$ cat src/rtl/program_loader_pkg.sv
// Shared constants for the program loader.
// Holds the loader FSM state encoding and a helper that says in which
// states the loader is willing to take a byte from the stream.
// Optional feature macro used by the loader: LOADER_CHECKSUM_EN.
package program_loader_pkg;

    typedef enum logic [2:0] {
        LDR_HEADER = 3'd0,
        LDR_DATA   = 3'd1,
        LDR_CHECK  = 3'd2,
        LDR_DONE   = 3'd3,
        LDR_ERROR  = 3'd4
    } ldr_state_e;

    // The loader listens for bytes everywhere except the two terminal states.
    function automatic logic ldr_accepting(input ldr_state_e s);
        return (s == LDR_HEADER) || (s == LDR_DATA) || (s == LDR_CHECK);
    endfunction

endpackage

$ cat src/rtl/program_loader_word_assembler.sv
// word_assembler: packs stream bytes into 32-bit words, MSB first.
// Ports:
//   clock, reset      - clock, synchronous active-high reset
//   clear             - restart assembly at byte 0 (new load)
//   push, byte_data   - one accepted payload byte
//   last_byte         - the next pushed byte completes a word
//   we, wdata         - registered one-cycle write strobe and finished word
module word_assembler
    import program_loader_pkg::*;
(
    input  logic        clock,
    input  logic        reset,
    input  logic        clear,
    input  logic        push,
    input  logic [7:0]  byte_data,
    output logic        last_byte,
    output logic        we,
    output logic [31:0] wdata
);

    // Only the first three bytes of a word need holding; the fourth goes
    // straight into the output word together with them.
    logic [23:0] shift_q, shift_d;
    logic [1:0]  byte_cnt_q, byte_cnt_d;
    logic        we_q, we_d;
    logic [31:0] wdata_q, wdata_d;

    always_comb begin
        shift_d    = shift_q;
        byte_cnt_d = byte_cnt_q;
        we_d       = 1'b0;
        wdata_d    = wdata_q;
        if (clear) begin
            shift_d    = '0;
            byte_cnt_d = '0;
        end else if (push) begin
            shift_d    = {shift_q[15:0], byte_data};
            byte_cnt_d = byte_cnt_q + 2'd1;
            if (byte_cnt_q == 2'd3) begin
                we_d    = 1'b1;
                wdata_d = {shift_q, byte_data};
            end
        end
    end

    always_ff @(posedge clock) begin
        if (reset) begin
            shift_q    <= '0;
            byte_cnt_q <= '0;
            we_q       <= 1'b0;
            wdata_q    <= '0;
        end else begin
            shift_q    <= shift_d;
            byte_cnt_q <= byte_cnt_d;
            we_q       <= we_d;
            wdata_q    <= wdata_d;
        end
    end

    assign last_byte = (byte_cnt_q == 2'd3);
    assign we        = we_q;
    assign wdata     = wdata_q;

endmodule

$ cat src/rtl/program_loader.sv
// program_loader: receives a program over a byte stream and writes it into
// instruction memory, holding the CPU in reset until the load succeeds.
// Stream: header N, then 4*N bytes (words MSB first), then one XOR
// checksum byte when LOADER_CHECKSUM_EN is defined.
// Handshake: a byte transfers on a rising edge where rx_valid and rx_ready
// are both high; rx_ready never depends on rx_valid.
// Ports:
//   clock, reset           - clock, synchronous active-high reset
//   rx_valid/rx_data/rx_ready - byte stream input
//   imem_we/addr/wdata     - registered instruction-memory write port
//   cpu_reset, done, error - load status (error sticky until reset)
//   dbg_state              - current FSM state for observation
module program_loader
    import program_loader_pkg::*;
#(
    parameter  int INSTR_MEM_SIZE = 32,
    localparam int ADDR_WIDTH     = $clog2(INSTR_MEM_SIZE)
) (
    input  logic                  clock,
    input  logic                  reset,
    input  logic                  rx_valid,
    input  logic [7:0]            rx_data,
    output logic                  rx_ready,
    output logic                  imem_we,
    output logic [ADDR_WIDTH-1:0] imem_addr,
    output logic [31:0]           imem_wdata,
    output logic                  cpu_reset,
    output logic                  done,
    output logic                  error,
    output ldr_state_e            dbg_state
);

    // One extra bit so the counter can reach INSTR_MEM_SIZE itself.
    localparam int CNT_W = ADDR_WIDTH + 1;

    ldr_state_e            state_q, state_d;
    logic [7:0]            n_q, n_d;
    logic [CNT_W-1:0]      word_cnt_q, word_cnt_d;
    logic [ADDR_WIDTH-1:0] addr_q, addr_d;
    logic                  rx_ready_q, rx_ready_d;
    logic                  done_q, done_d;
    logic                  error_q, error_d;
    logic                  cpu_reset_q, cpu_reset_d;
`ifdef LOADER_CHECKSUM_EN
    logic [7:0]            csum_q, csum_d;
`endif

    logic accept;
    logic asm_clear, asm_push, asm_last;

    assign accept = rx_valid & rx_ready_q;

    word_assembler u_asm (
        .clock     (clock),
        .reset     (reset),
        .clear     (asm_clear),
        .push      (asm_push),
        .byte_data (rx_data),
        .last_byte (asm_last),
        .we        (imem_we),
        .wdata     (imem_wdata)
    );

    always_comb begin
        state_d    = state_q;
        n_d        = n_q;
        word_cnt_d = word_cnt_q;
        addr_d     = addr_q;
        done_d     = done_q;
        error_d    = error_q;
        asm_clear  = 1'b0;
        asm_push   = 1'b0;
`ifdef LOADER_CHECKSUM_EN
        csum_d     = csum_q;
`endif
        case (state_q)
            LDR_HEADER: begin
                if (accept) begin
                    if (rx_data == 8'd0 || int'(rx_data) > INSTR_MEM_SIZE) begin
                        state_d = LDR_ERROR;
                        error_d = 1'b1;
                    end else begin
                        n_d        = rx_data;
                        word_cnt_d = '0;
                        asm_clear  = 1'b1;
`ifdef LOADER_CHECKSUM_EN
                        csum_d     = '0;
`endif
                        state_d    = LDR_DATA;
                    end
                end
            end
            LDR_DATA: begin
                if (accept) begin
                    asm_push = 1'b1;
`ifdef LOADER_CHECKSUM_EN
                    csum_d   = csum_q ^ rx_data;
`endif
                    if (asm_last) begin
                        // Address is registered alongside the strobe so all
                        // three write outputs change on the same edge.
                        addr_d     = word_cnt_q[ADDR_WIDTH-1:0];
                        word_cnt_d = word_cnt_q + 1'b1;
                        if (int'(word_cnt_q) == int'(n_q) - 1) begin
`ifdef LOADER_CHECKSUM_EN
                            state_d = LDR_CHECK;
`else
                            state_d = LDR_DONE;
`endif
                        end
                    end
                end
            end
`ifdef LOADER_CHECKSUM_EN
            LDR_CHECK: begin
                if (accept) begin
                    if (rx_data == csum_q) begin
                        state_d = LDR_DONE;
                        done_d  = 1'b1;
                    end else begin
                        state_d = LDR_ERROR;
                        error_d = 1'b1;
                    end
                end
            end
`endif
            // Without a checksum, done is raised one cycle after entering
            // DONE, i.e. in the cycle after the final write strobe.
            LDR_DONE: done_d = 1'b1;
            default: ;
        endcase
        rx_ready_d  = ldr_accepting(state_d);
        cpu_reset_d = ~done_d;
    end

    always_ff @(posedge clock) begin
        if (reset) begin
            state_q     <= LDR_HEADER;
            n_q         <= '0;
            word_cnt_q  <= '0;
            addr_q      <= '0;
            rx_ready_q  <= 1'b1;
            done_q      <= 1'b0;
            error_q     <= 1'b0;
            cpu_reset_q <= 1'b1;
`ifdef LOADER_CHECKSUM_EN
            csum_q      <= '0;
`endif
        end else begin
            state_q     <= state_d;
            n_q         <= n_d;
            word_cnt_q  <= word_cnt_d;
            addr_q      <= addr_d;
            rx_ready_q  <= rx_ready_d;
            done_q      <= done_d;
            error_q     <= error_d;
            cpu_reset_q <= cpu_reset_d;
`ifdef LOADER_CHECKSUM_EN
            csum_q      <= csum_d;
`endif
        end
    end

    assign rx_ready  = rx_ready_q;
    assign imem_addr = addr_q;
    assign cpu_reset = cpu_reset_q;
    assign done      = done_q;
    assign error     = error_q;
    assign dbg_state = state_q;

endmodule

$ cat config.mk
export PLATFORM = sky130hd
export DESIGN_NAME = program_loader
export DESIGN_NICKNAME = d
export VERILOG_FILES = /design/src/rtl/program_loader_pkg.sv /design/src/rtl/program_loader_word_assembler.sv /design/src/rtl/program_loader.sv
export SDC_FILE = /design/constraint.sdc
export NUM_CORES = 1
export LEC_CHECK = 0
export CORE_AREA = 2 2 108 110
export DETAILED_ROUTE_END_ITERATION = 10
export DIE_AREA = 0 0 110 112
export MAX_ROUTING_LAYER = met4
export RECOVER_POWER = 50
export REMOVE_ABC_BUFFERS = 1
export SLEW_MARGIN = 20
export SYNTH_ARGS = -nofsm -noshare
export SYNTH_HDL_FRONTEND = slang
export SYNTH_SLANG_ARGS = --single-unit
$ cat constraint.sdc
create_clock -name clock -period 3 [get_ports clock]
set_input_delay 0.6 -clock clock [delete_from_list [all_inputs] [get_ports clock]]
set_output_delay 0.6 -clock clock [all_outputs]
set_load 0.03 [all_outputs]
==> flow_summary_export.csv <==
group,metric,value,unit
timing,timing_hold_violations_final,0,
timing,period_needed,2.57,ns
floorplan,io_pins,56,
timing,setup_slack,0.426,ns
worst_setup_path,crit_fanout,40,
placed_design,dp_hpwl,4940,um
route,route.detailed.drc,0,
yosys,postSynthAreaPerCell,8.33,um^2
worst_setup_path,crit_type,"input port to flip-flop",
timing,relSlewSlack,47.5,%
worst_setup_path,worstSetupEndpointType,"flip-flop",
yosys,synth-seq-area-share,52.3,%
final_layout,antennaDiodeCount,0,
placed_design,place.gp.congestion,0.822,
power_and_ir_drop,p_per_area,573,nW/um^2
timing,grt_setup_unrepaired,"false",
global_routing,grt_max_degree,44,
hold_path,hold_start,"error",
final_layout,synthToLayoutAreaGrowth,31.6,%
floorplan,die_w,110,um
floorplan,coreArea,11200,um^2
route,viasPerCell,4.58,
clock_tree,htreeDepth,3,
hold_path,min_path_cells,2,
timing,final.setup.tns,0,ns
final_layout,n_fill_cell,1155,
timing,finalCritPeriodShare,85.8,%
clock_tree,insertion_delay,0.33,ns
final_layout,regArea,1700,um^2
global_routing,grt_overflow_total,0,
route,antenna_left,0,
yosys,netlist_area,3250,um^2
timing,clock_skew,0.00665,ns
timing,drv_slew,0,
clock_tree,cts_buffers,9,
worst_setup_path,crit_family,"buffers and inverters",
final_layout,layout_commonest_cell,"nand2_1",
route,wl,7280,um
flow_run,drv_cap,0,
timing,setup-violations-final,0,
floorplan,die_y,112,um
worst_setup_path,slowest_delay,0.56,ns
worst_setup_path,cp.arrival,2.78,ns
worst_setup_path,reg2regPathDepth,6,
clock_tree,post_cts_resize_count,0,
final_layout,multiInputGateArea,1390,um^2
clock_tree,clockRootBuffer,"clkbuf_16",
route,drtIter0Drc,117,
final_layout,layout_common_cells,"nand2_1 (128), dfxtp_1 (85), a21oi_1 (67), dlygate4sd3_1 (45), nor2_1 (16)",
global_routing,grt_pass1_wl,12400,um
power_and_ir_drop,ir_drop,0.302,mV
final_layout,final_core_util,38.3,%
floorplan,initial_utilization,29.1,%
worst_setup_path,r2r_start,"dbg_state[1]",
global_routing,antenna_found_initial,0,
yosys,synth_cell_types,41,
clock_tree,path_clk_slew,0.06,ns
yosys,ys_seq_elements,85,
worst_setup_path,slowest_stage,"dlygate4sd3_1",
worst_setup_path,cp-start-kind,"input port",
hold_path,worstHoldEndpoint,"error",
timing,worst_slew_pin_slew,0.787,ns
placed_design,pre_cts_slack,0.136,ns
global_routing,track_usage,13.1,%
worst_setup_path,cp.buffers_inverters,2,
hold_path,hold_class,"flip-flop to flip-flop",
worst_setup_path,crit_path_cell_trace,"dlygate4sd3_1, nor4bb_1, nand3_1, clkbuf_2, nand2_1, a2bb2oi_1, nor2_1",
worst_setup_path,timing.reg2reg.setup_slack,0.86,ns
clock_tree,cts_tree,"done",
route,wl_per_cell,12.3,um
route,dr.pass1.iters,4,
timing,clock.fmax,0.389,GHz
yosys,ys.warnings.count,0,
outcome,status,"completed",
worst_setup_path,crit_required,3.21,ns
final_layout,nets,458,
clock_tree,cts_buffer_depth,2,
placed_design,portBuffers,55,
floorplan,rows,39,
clock_tree,postCtsHoldBufs,0,
yosys,synthCells,390,
worst_setup_path,r2r_end,"word_cnt_q[1]",
final_layout,drive_above_1_share,7.81,%
global_routing,grt_pass1_vias,2636,
route,vias,2706,
power_and_ir_drop,leakage,1.61,nW
clock_tree,cts.sinks,85,
clock_tree,cts_setup_buffers,0,
floorplan,dieArea,12300,um^2
## worst max-delay path by stage
stage | startpoint | to | slack (ns) | cells after the start
5_1_grt | rx_valid | word_cnt_q[1] | 0.23 | 7
6_report | rx_valid | word_cnt_q[1] | 0.43 | 7
3_5_place_dp | rx_data[1] | n_q[5] | 0.14 | 7
3_3_place_gp | rx_data[1] | n_q[5] | 0.17 | 7
2_1_floorplan | rx_data[1] | u_asm.byte_cnt_q[0] | 0.12 | 5
4_1_cts | rx_data[1] | n_q[3] | 0.49 | 7
## through the flow
stage	power, mW	cells	cell area, um^2	hold WS (ns)
final	2.45	591	4280	0.447
after global routing	2.53	591	4280	0.467
after CTS	2.49	591	4280	0.454
after detailed placement	1.28	576	3960	0.438
after global placement	1.28	576	3960	0.438
after floorplan	1.21	366	3110	0.426
## cell type report
class,count,area share (%)
clock buffers,12,5.99
clock inverters,3,1.61
inverters,8,0.702
multi-input cells,273,32.4
flip-flops and latches,85,39.8
well taps,143,4.18
repair buffers,67,15.4
## metal layers
metal	global-route usage [%]	part of all wire (%)	up-vias
met4	4.05	0.69	0
met2	20.0	47	62
met5	-	0	-
met3	3.10	5.6	5
li1	-	-	1385
met1	17.1	47	1254
## kinds of logic (layout without fill, tap and decap cells)
logic type / count (synthesis) / in the layout / synth area share (%)
AND/OR/NAND/NOR: 173 / 173 / 22.5
flip-flops: 85 / 85 / 52.3
AO/OA/AOI/OAI: 79 / 79 / 13.8
buffers and inverters: 32 / 90 / 5.12
XOR/XNOR: 12 / 12 / 3.23
multiplexers: 6 / 6 / 1.85
adder cells (fa/ha/maj): 3 / 3 / 1.15
## power by group
group	leakage, nW	internal (mW)	switching (mW)	total [mW]
logic	0.765	0.0429	0.0633	0.106
registers	0.685	1.14	0.00694	1.14
clock network	0.159	0.772	0.429	1.20
## worst reg2reg max path: stages (launching register included)
cell and delay, ns:
dfxtp_1 0.34, nor4bb_1 0.57, nand3_1 0.19, clkbuf_2 0.50, nand2_1 0.21, a2bb2oi_1 0.16
nor2_1 0.05
## sequential cells by signal, indices dropped and copies added (netlist names)
register / flops
imem_addr: 5
u_asm.wdata: 32
dbg_state: 3
u_asm.we: 1
cpu_reset: 1
word_cnt_q: 6
u_asm.shift_q: 24
error: 1
rx_ready: 1
u_asm.byte_cnt_q: 2
done: 1
n_q: 8
## cells in the mapped netlist, drive strengths merged
master     n  area (um^2)
nand2    128          480
dfxtp     85         1700
a21oi     67          335
clkbuf    20         75.1
nor2      17         63.8
xor2       9         78.8
inv        8         30.0
mux2i      6         60.1
buf        4         61.3
nand4      4         25.0
ha         3         37.5
or2        3         18.8
xnor2      3         26.3
and3       2         12.5
nand2b     2         12.5
nand3      2         10.0
nor3       2         10.0
nor3b      2         15.0
nor4       2         12.5
o21ba      2         20.0
or3        2         17.5
or4        2         15.0
a2111oi    1         8.76
a211oi     1         20.0
a2bb2oi    1         8.76
a31oi      1         6.26
a41o       1         10.0
and2       1         6.26
nand3b     1         7.51
nor2b      1         6.26
nor4bb     1         10.0
o211a      1         10.0
o211ai     1         7.51
o21ai      1         5.00
o31a       1         8.76
o31ai      1         7.51
or3b       1         8.76
No activity file was read; power rests on OpenSTA's default activity.
==> RTL change (config.mk and constraints unchanged) <==
Build with the macro `LOADER_CHECKSUM_EN` defined.
--- a/src/rtl/program_loader.sv
+++ b/src/rtl/program_loader.sv
@@ -11,4 +11,6 @@
 //   cpu_reset, done, error - load status (error sticky until reset)
 //   dbg_state              - current FSM state for observation
+`define LOADER_CHECKSUM_EN
+
 module program_loader
     import program_loader_pkg::*;
Function: changed (Yosys sat finds a counterexample within 10 cycles, from zero or initial values and one cycle with reset high).
==> RTL change against the original RTL <==
Sequential cell count up 8; die area did not move; area after synthesis rose by 15%; total power is 0.96% lower; sequential share of layout area is 0.74 points lower; synthesized cell count rose by 19%; wire length up 18%; final area increased by 11%; setup slack better by 0.027 ns.
==> RTL change: results (changes against the original RTL) <==
INFO  metric cp_top_family = simple AND/OR/NAND/NOR gates
INFO  metric numCtsBuffers = 9 (unchanged)
INFO  metric timing.critical_path.arrival = 2.76 ns (-0.02 ns)
INFO  metric post_drt_via_cell_ratio = 4.81 (+5.1%)
INFO  metric post-place-cells = 656 (+14%)
INFO  metric synth.yosys.warnings = 0 (unchanged)
INFO  metric first_drt_pass_iteration_count = 4 (unchanged)
INFO  metric largest_register_ffs = 32 (unchanged)
INFO  metric clk_path_buf_depth = 2 (unchanged)
INFO  metric place_hpwl = 6030 µm (+22%)
INFO  metric drt-initial-drc-count = 92 (-21%)
INFO  metric antenna_found_initial = 0 (unchanged)
INFO  metric grt_pass1_vias = 3063 (+16%)
INFO  metric critPathMaxStageDelay = 0.56 ns (about the same)
INFO  metric layoutNonFillerInstCount = 672 (+14%)
INFO  metric power_leakage = 1.76 nW (+9.5%)
INFO  metric final_stage_net_count = 538 (+17%)
INFO  metric worst-path-max-fanout = 8 (-80%)
INFO  metric post_synth_main_area_contributors = dfxtp_1 50%, nand2_1 14%, a21oi_1 10%
INFO  metric yosysUniqueCellTypes = 42 (+2.4%)
INFO  metric startpoint = rx_data[3]
INFO  metric worst_pin_slew = 0.886 ns (+0.0987 ns)
INFO  metric diodes = 0 (unchanged)
INFO  metric synth-async-reset-ratio = 0% (unchanged)
INFO  metric outcome = finished clean
INFO  metric grt_util_all_layers = 15.4% (+2.3 points)
INFO  metric post_route_cells_drive_above_1_share = 8.51% (+0.69 points)
INFO  metric hp-start = imem_addr[4]$_SDFFE_PP0P_
INFO  metric r2r_start = n_q[0]$_SDFFE_PP0P_
INFO  metric synth_top_cells_by_count = 135 x nand2_1, 93 x dfxtp_1, 75 x a21oi_1, 29 x nor2_1, 22 x clkbuf_1
INFO  metric post_route_clock_skew = 0.00386 ns (-0.00279 ns)
INFO  metric power.ir.vdd_worst = 0.000209 V (-31%)
INFO  metric synth_seq_area_share = 49.7% (-2.7 points)
INFO  metric clkSlewWorstSetupHoldPaths = 0.06 ns (about the same)
INFO  metric cts_repair_resize_count = 0 (unchanged)
INFO  metric min-delay-path-class = flip-flop to flip-flop
INFO  metric portBuffers = 55 (unchanged)
INFO  metric crit_path_top_delay_cell = or4_1
INFO  metric worstSkewPairLatency = 0.33 ns (about the same)
INFO  metric pin_count_of_the_biggest_net_entering_global_routing = 37 (-16%)
INFO  metric root_buffer = clkbuf_16
INFO  metric ctsHtreeMaxLevel = 3 (unchanged)
INFO  metric grt_pass1_wl = 14600 µm (+17%)
INFO  metric synth.avg_cell_area = 8.08 µm² (-3.1%)
INFO  metric wirelength = 8570 µm (+18%)
INFO  metric setup_violations = 0 (unchanged)
INFO  metric postCtsSetupBuffers = 0 (unchanged)
INFO  metric gp_congestion = 0.844 (+2.7%)
## RTL change: cell count changes after synthesis, sizes merged, moves of 3 or more
cell,delta
nor4,+5
xnor2,+8
nand2b,+3
o21ai,+8
nor3,+6
a21oi,+8
nor2,+12
or2,+5
dfxtp,+8
nand3,+5
nand2,+7
## RTL change: power breakdown
group / internal, W / switching, W / total (W)
clock network: 0.000586 / 0.000460 / 0.00105
logic: 0.0000503 / 0.0000796 / 0.000130
registers: 0.00124 / 0.00000939 / 0.00125
total: 0.00188 / 0.000549 / 0.00243
## RTL change: tightest hold or removal path, stage by stage, from the launching register on
cell     delay, ns
dfxtp_1       0.30
nand2_1       0.05
a21oi_1       0.05
## RTL change: worst paths after layout
| check | cells after the start | slack, ns | end |
|---|---|---|---|
| setup / recovery | 7 | 0.45 | csum_q[1]$_SDFFE_PP0P_ |
| hold / removal | 2 | 0.45 | imem_addr[4]$_SDFFE_PP0P_ |
| setup reg to reg | 8 | 0.76 | dbg_state[0]$_SDFF_PP0_ |
| hold reg to reg | 2 | 0.45 | imem_addr[4]$_SDFFE_PP0P_ |
## RTL change: through the flow
stage	TNS (ns)	utilization (%)	power (W)	worst slack, ns	instance area [µm²]
4_1_cts	0	42.8	0.00247	0.473	4780
3_5_place_dp	0	40.3	0.00141	0.115	4500
3_3_place_gp	0	40.3	0.00141	0.162	4500
5_1_grt	0	42.7	0.00254	0.272	4770
2_1_floorplan	-25.08	-	0.00134	-0.678	3620
6_report	0	42.7	0.00243	0.453	4770
## RTL change: metal layers
metal | global-route usage (%) | routed length, µm
met1 | 19.4 | 4000
met2 | 23.9 | 4150
met3 | 3.34 | 282
met4 | 5.91 | 136
met5 | - | 0
## RTL change: kinds of logic (layout without fill, tap and decap cells)
logic type / Yosys count / after routing / share of synthesized area [%]
simple gates: 216 / 216 / 25.4
compound gates: 95 / 95 / 14.0
flops: 93 / 93 / 49.7
buf+inv: 32 / 97 / 3.91
xor+xnor: 19 / 19 / 4.44
mux: 6 / 6 / 1.60
fa+ha+maj: 3 / 3 / 1.00
## RTL change: final cells by class
class,count,area (µm²)
fill,1142,6400
sequential,93,1860
multi-input combinational,339,1750
timing repair buffer,75,684
clock buffer,11,243
tap,143,179
clock inverter,5,35.0
inverter,6,22.5
